[config.mk]
export PLATFORM = sky130hd
export DESIGN_NAME = angle_rate_estimator
export DESIGN_NICKNAME = d
export VERILOG_FILES = /design/src/rtl/angle_rate_estimator_pkg.sv /design/src/rtl/angle_rate_estimator_diff_window.sv /design/src/rtl/angle_rate_estimator.sv
export SDC_FILE = /design/constraint.sdc
export NUM_CORES = 1
export LEC_CHECK = 0
export ABC_AREA = 1
export BUFFER_PORTS_ARGS = -buffer_cell sky130_fd_sc_hd__buf_2
export CAP_MARGIN = 5
export CORE_AREA = 2 2 119 121
export DETAILED_ROUTE_END_ITERATION = 10
export DIE_AREA = 0 0 121 123
export PLACE_DENSITY = 0.72
export SLEW_MARGIN = 0
export SYNTH_ARGS = -nofsm -noshare
export SYNTH_HDL_FRONTEND = slang
export SYNTH_SLANG_ARGS = --single-unit
[constraint.sdc]
create_clock -name clk -period 4.11 [get_ports clk]
set_input_delay 0.6165 -clock clk [delete_from_list [all_inputs] [get_ports clk]]
set_output_delay 0.6165 -clock clk [all_outputs]
set_load 0.1 [all_outputs]
[src/rtl/angle_rate_estimator_pkg.sv]
// angle_rate_estimator_pkg
//   Shared types and helpers for the angle rate estimator.
//   - state_e          : estimator sequencing state (IDLE / FILL / RUN)
//   - *_DEF            : default widths used by the top and sub-module
//   - saturate_signed  : clamps a 32-bit signed value into a signed field
//                        of the given width (width must be 2..31)
package angle_rate_estimator_pkg;

  typedef enum logic [1:0] {
    ST_IDLE = 2'd0,  // no previous sample held
    ST_FILL = 2'd1,  // window not yet full, no outputs
    ST_RUN  = 2'd2   // one output per accepted sample
  } state_e;

  localparam int ANGLE_W_DEF  = 16;
  localparam int RATE_W_DEF   = 8;
  localparam int AVG_LOG2_DEF = 2;

  // Clamp value into [-2^(width-1), 2^(width-1)-1]. The caller detects a
  // clamp by comparing the result against the input.
  function automatic logic signed [31:0] saturate_signed(
    input logic signed [31:0] value,
    input int                 width
  );
    logic signed [31:0] max_v;
    logic signed [31:0] min_v;
    max_v = (32'sd1 <<< (width - 1)) - 32'sd1;
    min_v = -(32'sd1 <<< (width - 1));
    if (value > max_v) begin
      return max_v;
    end else if (value < min_v) begin
      return min_v;
    end
    return value;
  endfunction

endpackage

[src/rtl/angle_rate_estimator_diff_window.sv]
// angle_rate_estimator_diff_window
//   Circular buffer of the last 2^AVG_LOG2 angle differences together with
//   their running sum. Each push overwrites the oldest entry and updates the
//   sum by (new - oldest), so the sum is always the sum of the buffer.
// Ports:
//   clk, reset_p : clock, asynchronous active-high reset
//   push         : write diff into the window this cycle
//   diff         : signed angle difference to push
//   flush        : synchronous clear of buffer, pointer and sum (wins over push)
//   sum          : signed running sum of all window entries
module angle_rate_estimator_diff_window
  import angle_rate_estimator_pkg::*;
#(
  parameter int ANGLE_W  = ANGLE_W_DEF,
  parameter int AVG_LOG2 = AVG_LOG2_DEF
) (
  input  logic                                clk,
  input  logic                                reset_p,
  input  logic                                push,
  input  logic signed [ANGLE_W-1:0]           diff,
  input  logic                                flush,
  output logic signed [ANGLE_W+AVG_LOG2-1:0]  sum
);

  localparam int DEPTH = 1 << AVG_LOG2;
  localparam int PTR_W = (AVG_LOG2 > 0) ? AVG_LOG2 : 1;
  localparam int SUM_W = ANGLE_W + AVG_LOG2;
  localparam logic [PTR_W-1:0] PTR_LAST = PTR_W'(DEPTH - 1);

  logic signed [ANGLE_W-1:0] buf_q [DEPTH];
  logic [PTR_W-1:0]          ptr_q, ptr_d;
  logic signed [SUM_W-1:0]   sum_q, sum_d;
  logic signed [ANGLE_W-1:0] oldest;
  logic signed [SUM_W-1:0]   diff_ext;
  logic signed [SUM_W-1:0]   oldest_ext;

  assign oldest     = buf_q[ptr_q];
  assign diff_ext   = SUM_W'(diff);
  assign oldest_ext = SUM_W'(oldest);

  // NOTE: every variable assigned in always_comb gets a default first, so
  // no path can leave it unassigned and infer a latch.
  always_comb begin
    ptr_d = ptr_q;
    sum_d = sum_q;
    if (flush) begin
      ptr_d = '0;
      sum_d = '0;
    end else if (push) begin
      ptr_d = (ptr_q == PTR_LAST) ? '0 : ptr_q + 1'b1;
      sum_d = sum_q + diff_ext - oldest_ext;
    end
  end

  // NOTE: state registers use non-blocking assignments so all flops sample
  // pre-edge values, independent of statement order.
  always_ff @(posedge clk or posedge reset_p) begin
    if (reset_p) begin
      ptr_q <= '0;
      sum_q <= '0;
    end else begin
      ptr_q <= ptr_d;
      sum_q <= sum_d;
    end
  end

  // NOTE: the buffer is reset and flushed explicitly because the running sum
  // relies on every entry starting at zero; an unreset RAM would corrupt it.
  always_ff @(posedge clk or posedge reset_p) begin
    if (reset_p) begin
      for (int i = 0; i < DEPTH; i++) begin
        buf_q[i] <= '0;
      end
    end else if (flush) begin
      for (int i = 0; i < DEPTH; i++) begin
        buf_q[i] <= '0;
      end
    end else if (push) begin
      buf_q[ptr_q] <= diff;
    end
  end

  assign sum = sum_q;

endmodule

[src/rtl/angle_rate_estimator.sv]
// angle_rate_estimator
//   Recovers angular rate from a stream of wrapping signed angle samples as
//   the average of the last 2^AVG_LOG2 per-sample differences. The result is
//   saturated to RATE_W bits and emitted two edges after the sample that
//   completes it, with a one-cycle rate_valid pulse.
// Ports:
//   clk, reset_p : clock, asynchronous active-high reset
//   clear        : synchronous flush of all state and outputs (wins over data)
//   angle_in     : signed angle sample, wraps modulo 2^ANGLE_W
//   angle_valid  : angle_in accepted this cycle (no backpressure)
//   rate_out     : signed averaged rate, angle LSBs per sample
//   rate_valid   : one-cycle pulse when rate_out updates
//   saturated    : rate_out was clamped
//   led          : top 8 bits of rate_out
module angle_rate_estimator
  import angle_rate_estimator_pkg::*;
#(
  parameter int ANGLE_W  = ANGLE_W_DEF,
  parameter int RATE_W   = RATE_W_DEF,
  parameter int AVG_LOG2 = AVG_LOG2_DEF
) (
  input  logic                clk,
  input  logic                reset_p,
  input  logic                clear,
  input  logic [ANGLE_W-1:0]  angle_in,
  input  logic                angle_valid,
  output logic [RATE_W-1:0]   rate_out,
  output logic                rate_valid,
  output logic                saturated,
  output logic [7:0]          led
);

  localparam int DEPTH  = 1 << AVG_LOG2;
  localparam int SUM_W  = ANGLE_W + AVG_LOG2;
  localparam int FILL_W = AVG_LOG2 + 1;
  localparam logic [FILL_W-1:0] FILL_LAST = FILL_W'(DEPTH - 1);

  state_e                    state_q, state_d;
  logic [ANGLE_W-1:0]        prev_q;
  logic [FILL_W-1:0]         fill_cnt_q, fill_cnt_d;
  logic                      accept;
  logic                      push;
  logic                      emit;
  logic signed [ANGLE_W-1:0] diff;
  logic signed [SUM_W-1:0]   sum;
  logic signed [SUM_W-1:0]   avg;
  logic signed [31:0]        avg_ext;
  logic signed [31:0]        sat_val;
  logic                      pending_q;
  logic [RATE_W-1:0]         rate_q;
  logic                      sat_q;
  logic                      rate_valid_q;

  // clear overrides a concurrent sample.
  assign accept = angle_valid && !clear;

  // Modulo subtraction: a wrap from max positive to max negative reads as +1.
  assign diff = angle_in - prev_q;

  // ---------------------------------------------------------------- FSM
  always_ff @(posedge clk or posedge reset_p) begin
    if (reset_p) begin
      state_q    <= ST_IDLE;
      prev_q     <= '0;
      fill_cnt_q <= '0;
    end else begin
      state_q    <= state_d;
      prev_q     <= clear ? '0 : (accept ? angle_in : prev_q);
      fill_cnt_q <= fill_cnt_d;
    end
  end

  always_comb begin
    state_d = state_q;
    if (clear) begin
      state_d = ST_IDLE;
    end else if (accept) begin
      case (state_q)
        ST_IDLE: state_d = ST_FILL;
        ST_FILL: state_d = (fill_cnt_q == FILL_LAST) ? ST_RUN : ST_FILL;
        ST_RUN:  state_d = ST_RUN;
        default: state_d = ST_IDLE;
      endcase
    end
  end

  always_comb begin
    push       = 1'b0;
    emit       = 1'b0;
    fill_cnt_d = fill_cnt_q;
    if (clear) begin
      fill_cnt_d = '0;
    end else if (accept) begin
      case (state_q)
        ST_IDLE: fill_cnt_d = '0;
        ST_FILL: begin
          push       = 1'b1;
          emit       = (fill_cnt_q == FILL_LAST);
          fill_cnt_d = fill_cnt_q + 1'b1;
        end
        ST_RUN: begin
          push = 1'b1;
          emit = 1'b1;
        end
        default: ;
      endcase
    end
  end

  // ------------------------------------------------------ window and sum
  angle_rate_estimator_diff_window #(
    .ANGLE_W  (ANGLE_W),
    .AVG_LOG2 (AVG_LOG2)
  ) u_diff_window (
    .clk     (clk),
    .reset_p (reset_p),
    .push    (push),
    .diff    (diff),
    .flush   (clear),
    .sum     (sum)
  );

  // ----------------------------------------------- average and saturate
  // Arithmetic shift rounds toward -inf.
  assign avg     = sum >>> AVG_LOG2;
  assign avg_ext = 32'(avg);
  assign sat_val = saturate_signed(avg_ext, RATE_W);

  // pending_q marks the sum registered at edge k as due for output at k+1.
  always_ff @(posedge clk or posedge reset_p) begin
    if (reset_p) begin
      pending_q    <= 1'b0;
      rate_valid_q <= 1'b0;
      rate_q       <= '0;
      sat_q        <= 1'b0;
    end else if (clear) begin
      pending_q    <= 1'b0;
      rate_valid_q <= 1'b0;
      rate_q       <= '0;
      sat_q        <= 1'b0;
    end else begin
      pending_q    <= emit;
      rate_valid_q <= pending_q;
      if (pending_q) begin
        rate_q <= RATE_W'(sat_val);
        sat_q  <= (sat_val != avg_ext);
      end
    end
  end

  assign rate_out   = rate_q;
  assign rate_valid = rate_valid_q;
  assign saturated  = sat_q;
  assign led        = rate_q[RATE_W-1 -: 8];

endmodule
# Yosys cells after proc, flatten, opt, wreduce, memory -nomap -nowiden
# Index checks and enable logic that the tools add are counted.
[word_totals] wordCells=76 in_bits=20 regBits=116
[op_classes] n_mux=38 magnitude_cmp=4 n_bitwise=1 eq_ne=5 reduce_logical=10 add_sub_neg=5
[op_table] cell="$mux 64" n=2
[op_table] cell="$mux 32" n=3
[op_table] cell="$mux 16" n=5
[op_table] cell="$bwmux 64" n=1
[op_table] cell="$mux 18" n=2
[op_table] cell="$bmux 16 s2" n=1
[op_table] cell="$demux 16 s2" n=1
[op_table] cell="$ne 32x16->1" n=1
[op_table] cell="$add 18x16->18" n=1
[op_table] cell="$sub 18x16->18" n=1
[op_table] cell="$gt 16x8->1 const B" n=1
[op_table] cell="$lt 16x8->1 const B" n=1
[op_table] cell="$mux 8" n=2
[op_table] cell="$sub 16x16->16" n=1
[op_table] cell="$mux 2" n=6
[op_table] cell="$mux 1" n=10
[op_table] cell="$mux 3" n=2
[op_table] cell="$pmux 2 s3" n=1
[op_table] cell="$pmux 3 s2" n=1
[op_table] cell="$reduce_bool 2->1" n=3
[op_table] cell="$eq 2x2->1 const B" n=2
[op_table] cell="$add 3x1->3 const B" n=1
[op_table] cell="$eq 3x2->1 const B" n=1
[op_table] cell="$ge 3x3->1 const B" n=1
[op_table] cell="other kinds (11)" n=12

# Logic depth before layout (Yosys ltp)
[depth] depth_word=8 ltp_mapped=23

# By module
# Synthesis repeated with hierarchy kept, for this count alone.
[unflattened] hier_cells=1033 area_unflattened_um2=7717.4
[modules_own_cells] module="angle_rate_estimator_diff_window" cells_per_inst=658 area_per_inst_um2=5206.2 n_inst=1 seq_area_each_um2=2102.0
[modules_own_cells] module="angle_rate_estimator" cells_per_inst=375 area_per_inst_um2=2511.2 n_inst=1 seq_area_each_um2=800.8

# Least setup slack after synthesis
# OpenSTA, ideal clock, no wires.
[synth_timing] kind="input to register" start="in angle_in[0]" end="reg u_diff_window.sum_q[13] (netlist: u_diff_window.sum[13])" n_path_buf=0 path_stages=22 setup_slack_ns=0.532 arrival_time_ns=3.460 required_ns=3.993 path_cell_list="inv_1 -> ha_1 -> fa_1 -> inv_1 -> nand3_1 -> nand2_1 -> nand2_1 -> nand2_1 -> nand2_1 -> nand2_1 -> nand2_1 -> and2_1 -> fa_1 -> ha_1 -> nand2_1 -> inv_1 -> a21oi_1 -> nor2_1 -> nor2_1 -> nand3b_1 -> nand3_1 -> nand2_1"
[synth_via] elab_chain_cells=5
[synth_lines] element="start: declaration" line_no="angle_rate_estimator.sv:25" text="input logic [ANGLE_W-1:0] angle_in,"
[synth_lines] element="$sub 16x16->16" line_no="angle_rate_estimator.sv:58" text="assign diff = angle_in - prev_q;"
[synth_lines] element="$add 18x16->18" line_no="angle_rate_estimator_diff_window.sv:51" text="sum_d = sum_q + diff_ext - oldest_ext;"
[synth_lines] element="$sub 18x16->18" line_no="angle_rate_estimator_diff_window.sv:51"
[synth_lines] element="$mux 18" line_no="angle_rate_estimator_diff_window.sv:49" text="end else if (push) begin"
[synth_lines] element="$mux 18" line_no="angle_rate_estimator_diff_window.sv:46" text="if (flush) begin"
[synth_lines] element="end signal: assignment" line_no="angle_rate_estimator_diff_window.sv:63" text="sum_q <= sum_d;"
[synth_lines] element="end: declaration" line_no="angle_rate_estimator_diff_window.sv:32" text="logic signed [SUM_W-1:0] sum_q, sum_d;"
# Every way passes these cells. The select of a mux whose other input is x is not followed.
# A chain may end at the register's enable or synchronous reset.

# Worst setup path after layout
[layout_timing] start="reg prev_q[0]" end="reg u_diff_window.sum_q[17] (netlist: u_diff_window.sum[17])"
[layout_via] elab_chain_cells=5
[layout_lines] element="start: declaration" line_no="angle_rate_estimator.sv:39" text="logic [ANGLE_W-1:0] prev_q;"
[layout_lines] element="start signal: assignment" line_no="angle_rate_estimator.sv:68" text="prev_q <= clear ? '0 : (accept ? angle_in : prev_q);"
[layout_lines] element="$sub 16x16->16" line_no="angle_rate_estimator.sv:58"
[layout_lines] element="$add 18x16->18" line_no="angle_rate_estimator_diff_window.sv:51"
[layout_lines] element="$sub 18x16->18" line_no="angle_rate_estimator_diff_window.sv:51"
[layout_lines] element="$mux 18" line_no="angle_rate_estimator_diff_window.sv:49"
[layout_lines] element="$mux 18" line_no="angle_rate_estimator_diff_window.sv:46"
# Every way passes these cells. The select of a mux whose other input is x is not followed.

==> impl_metrics.csv <==
group,metric,value,unit
run_status,status,"finished, final reports clean",
worst_setup_path,crit_top_cell,"nand2_1",
route,post_drt_wl_per_cell,15.7,um
floorplanning,ios,38,
route,ant_nets,0,
synth,synthTopCellsByArea,"dfrtp_1 (40%), nand2_1 (15%), ha_1 (7.5%)",
timing,tns,0,ps
synth,synth_common_cells,"nand2_1 (303), dfrtp_1 (116), inv_1 (95), o21ai_0 (78), nand3_1 (63)",
route,vias,6544,
cts,cts.clk_slew.worst_paths,60,ps
cts,htree_levels,4,
grt,grt_pass1_wl,31800,um
cts,cts_max_path_buffers,2,
placement,place_ws,80.3,ps
worst_setup_path,max_stage_delay,440,ps
synth,syn_area,7340,um2
synth,syn-num-nets,1035,
synth,ys_ff_latch,116,
route,vias_per_cell,5.52,
cts,postCtsSetupBuffers,0,
cts,clock_latency,420,ps
timing,post-route-period-util,90.5,%
synth,synth.distinct_cells,37,
worst_setup_path,worstSetupEndpointType,"flip-flop",
timing,clock.fmax,269,MHz
synth,synth_area_per_cell,7.71,um2
placement,placed_area,7690,um2
synth,async_flop_share,100,%
grt,grt_pass1_vias,6554,
timing,setup_ws,391,ps
worst_setup_path,required,4420,ps
timing,worst-slew-pin-transition,933,ps
timing,clock_skew,5.74,ps
floorplanning,start_util,53.9,%
final_layout,post-route-util,60.6,%
worst_setup_path,cp.arrival,4030,ps
floorplanning,core,13600,um2
floorplanning,die_y,123,um
power_and_ir_drop,seqPwrFrac,29.4,%
grt,grt-ovfl-total,0,
final_layout,nets,1074,
power_and_ir_drop,ir_worst_vdd,0.000304,V
worst_setup_path,path_cells,"ha_1 -> fa_1 -> inv_1 -> nand3_1 -> nand2_1 -> nand2_1 -> nand2_1 -> nand3_1 -> nand2_1 -> nand2_1 -> and2_1 -> fa_1 -> ha_1 -> nand2_1 -> nor2_1 -> nand2_1 -> nor2_1 -> nand2_1 -> nand3_1 -> nand2_1 -> nand3_1 -> nand2_1",
timing,grt_setup_unrepaired,"false",
route,dr.first_iter.drc_count,613,
timing,min_period,3720,ps
synth,netlist.area_leader.share,39.5,%
route,wl,18600,um
power_and_ir_drop,p_int,2.61,mW
timing,drv_slew,0,
cts,numCtsBuffers,17,
placement,dp_hpwl,13200,um
synth,ys_warn_count,0,
placement,numPortBuffers,37,
worst_setup_path,critPathKind,"flip-flop to flip-flop",
cts,cts.sinks,116,
worst_setup_path,slowest_stage,"fa_1",
power_and_ir_drop,power_frac_comb,37.6,%
route,drt_pass1_iterations,5,
synth,syn_inst,953,
power_and_ir_drop,power_leakage,4.24,nW
timing,holdWs,400,ps
route,drc,0,
synth,synth.most_common_cell,"nand2_1",
power_and_ir_drop,pwr-share-clk,32.9,%
final_layout,final_layout_size_suffix_gt1_share,9.95,%
hold_path,worst_hold_path_type,"input port to async pin",
final_layout,syn2layout_area_growth,12.4,%
worst_setup_path,crit_path_start_kind,"flip-flop",
grt,track_usage,27.5,%
final_layout,fin_area,8250,um2
synth,synth_edf_count,0,
power_and_ir_drop,p_per_area,516,nW/um2
power_and_ir_drop,switching_share,38.7,%
worst_setup_path,path_max_fanout,5,
floorplanning,die_w,121,um
worst_setup_path,startpoint,"prev_q[0]$_DFFE_PP0P_",
floorplanning,die_area,14900,um2
cts,cts_tree,"done",
placement,place_congestion,0.877,
floorplanning,num_rows,43,
grt,grt_max_degree,74,
timing,slew_headroom,37.8,%
cts,root_buffer,"clkbuf_16",
synth,ys.flop_type,"dfrtp_1",
timing,hold_viol,0,
synth,yosys.area.top_type,"dfrtp_1",
worst_setup_path,reg2reg_from,"prev_q[0]$_DFFE_PP0P_",
power_and_ir_drop,p_switching,1.65,mW
timing,setup_violations,0,
flow_run,drv_cap,0,
final_layout,antenna_cells,0,
synth,synth-seq-area-share,39.5,%
grt,antenna_found_initial,0,
[critical path, delay by kind of cell (launching register included)]
kind / cells / cell delay [ps]
flops: 1 / 390
simple gates: 17 / 1680
fa+ha+maj: 4 / 1440
buf+inv: 1 / 90
[cells by family after synthesis]
group / after synthesis / share of synthesized area [%]
buffers and inverters: 134 / 7.67
adder cells (fa/ha/maj): 62 / 12.4
AND/OR/NAND/NOR: 469 / 27.2
AO/OA/AOI/OAI: 163 / 12.1
XOR/XNOR: 9 / 1.07
flip-flops: 116 / 39.5
[sequential cells by signal, summed over array words and instances, names as in the netlist]
| register | flops |
|---|---|
| fill_cnt_q | 3 |
| led | 8 |
| pending_q | 1 |
| prev_q | 16 |
| rate_valid | 1 |
| saturated | 1 |
| state_q | 2 |
| u_diff_window.buf_q | 64 |
| u_diff_window.ptr_q | 2 |
| u_diff_window.sum | 18 |
[power groups by stage]
| stage | clock (mW) | combinational [mW] | sequential (mW) |
|---|---|---|---|
| after floorplan | 0 | 1.19 | 1.25 |
| after global placement | 0 | 1.52 | 1.27 |
| after detailed placement | 0 | 1.55 | 1.27 |
| after CTS | 1.42 | 1.57 | 1.25 |
| after global routing | 1.47 | 1.85 | 1.26 |
| final | 1.40 | 1.60 | 1.25 |
[timing repair]
action | 4_1_cts | 5_1_grt
setup endpoints to repair | 0 | 2
hold endpoints to repair | 0 | 0
hold buffers | 0 | 0
gates resized for setup | 0 | 1
[cell type report]
cell class / count / area [um2]
Clock buffer: 20 / 457
Clock inverter: 12 / 106
Fill cell: 1222 / 5360
Inverter: 108 / 415
Multi-Input combinational cell: 703 / 3880
Sequential cell: 116 / 2900
Tap cell: 180 / 225
Timing Repair Buffer: 46 / 265
[through the flow]
step | total power, mW | std cells
6_report | 4.26 | 1185
5_1_grt | 4.58 | 1185
4_1_cts | 4.25 | 1185
3_5_place_dp | 2.82 | 1153
3_3_place_gp | 2.79 | 1153
2_1_floorplan | 2.45 | 953
[layout by cell type (no fill, tap or decap), types with 5 or more instances in the layout]
master / count
a32o_1: 7
inv_2: 8
buf_2: 37
nor3_1: 7
fa_1: 18
nand3b_1: 10
inv_1: 94
o21ai_0: 78
xor2_1: 5
nand2_1: 303
a21oi_1: 54
buf_4: 8
nor2_1: 56
nand3_1: 63
ha_1: 44
nand4_1: 8
o22ai_1: 16
clkbuf_16: 17
and2_1: 10
dfrtp_1: 116
[final timing paths]
kind                                                            end  slack [ps]  cells past startpoint
min in group clk                             prev_q[11]$_DFFE_PP0P_         420                      3
worst max register to register    u_diff_window.sum[17]$_DFFE_PP0P_         390                     22
worst min-delay path                             led[0]$_DFFE_PP0P_         400                      2
worst min register to register  u_diff_window.buf_q[26]$_DFFE_PP0P_         470                      2
worst max-delay path              u_diff_window.sum[17]$_DFFE_PP0P_         390                     22
max in group asynchronous                    prev_q[15]$_DFFE_PP0P_        2950                      3
[routing by layer]
metal / wire length, um / track usage [%]
met1: 8650 / 36.7
met5: 0 / 0
met2: 8580 / 44.7
met3: 974 / 4.98
met4: 439 / 10.6
(Power assumes the default switching activity.)
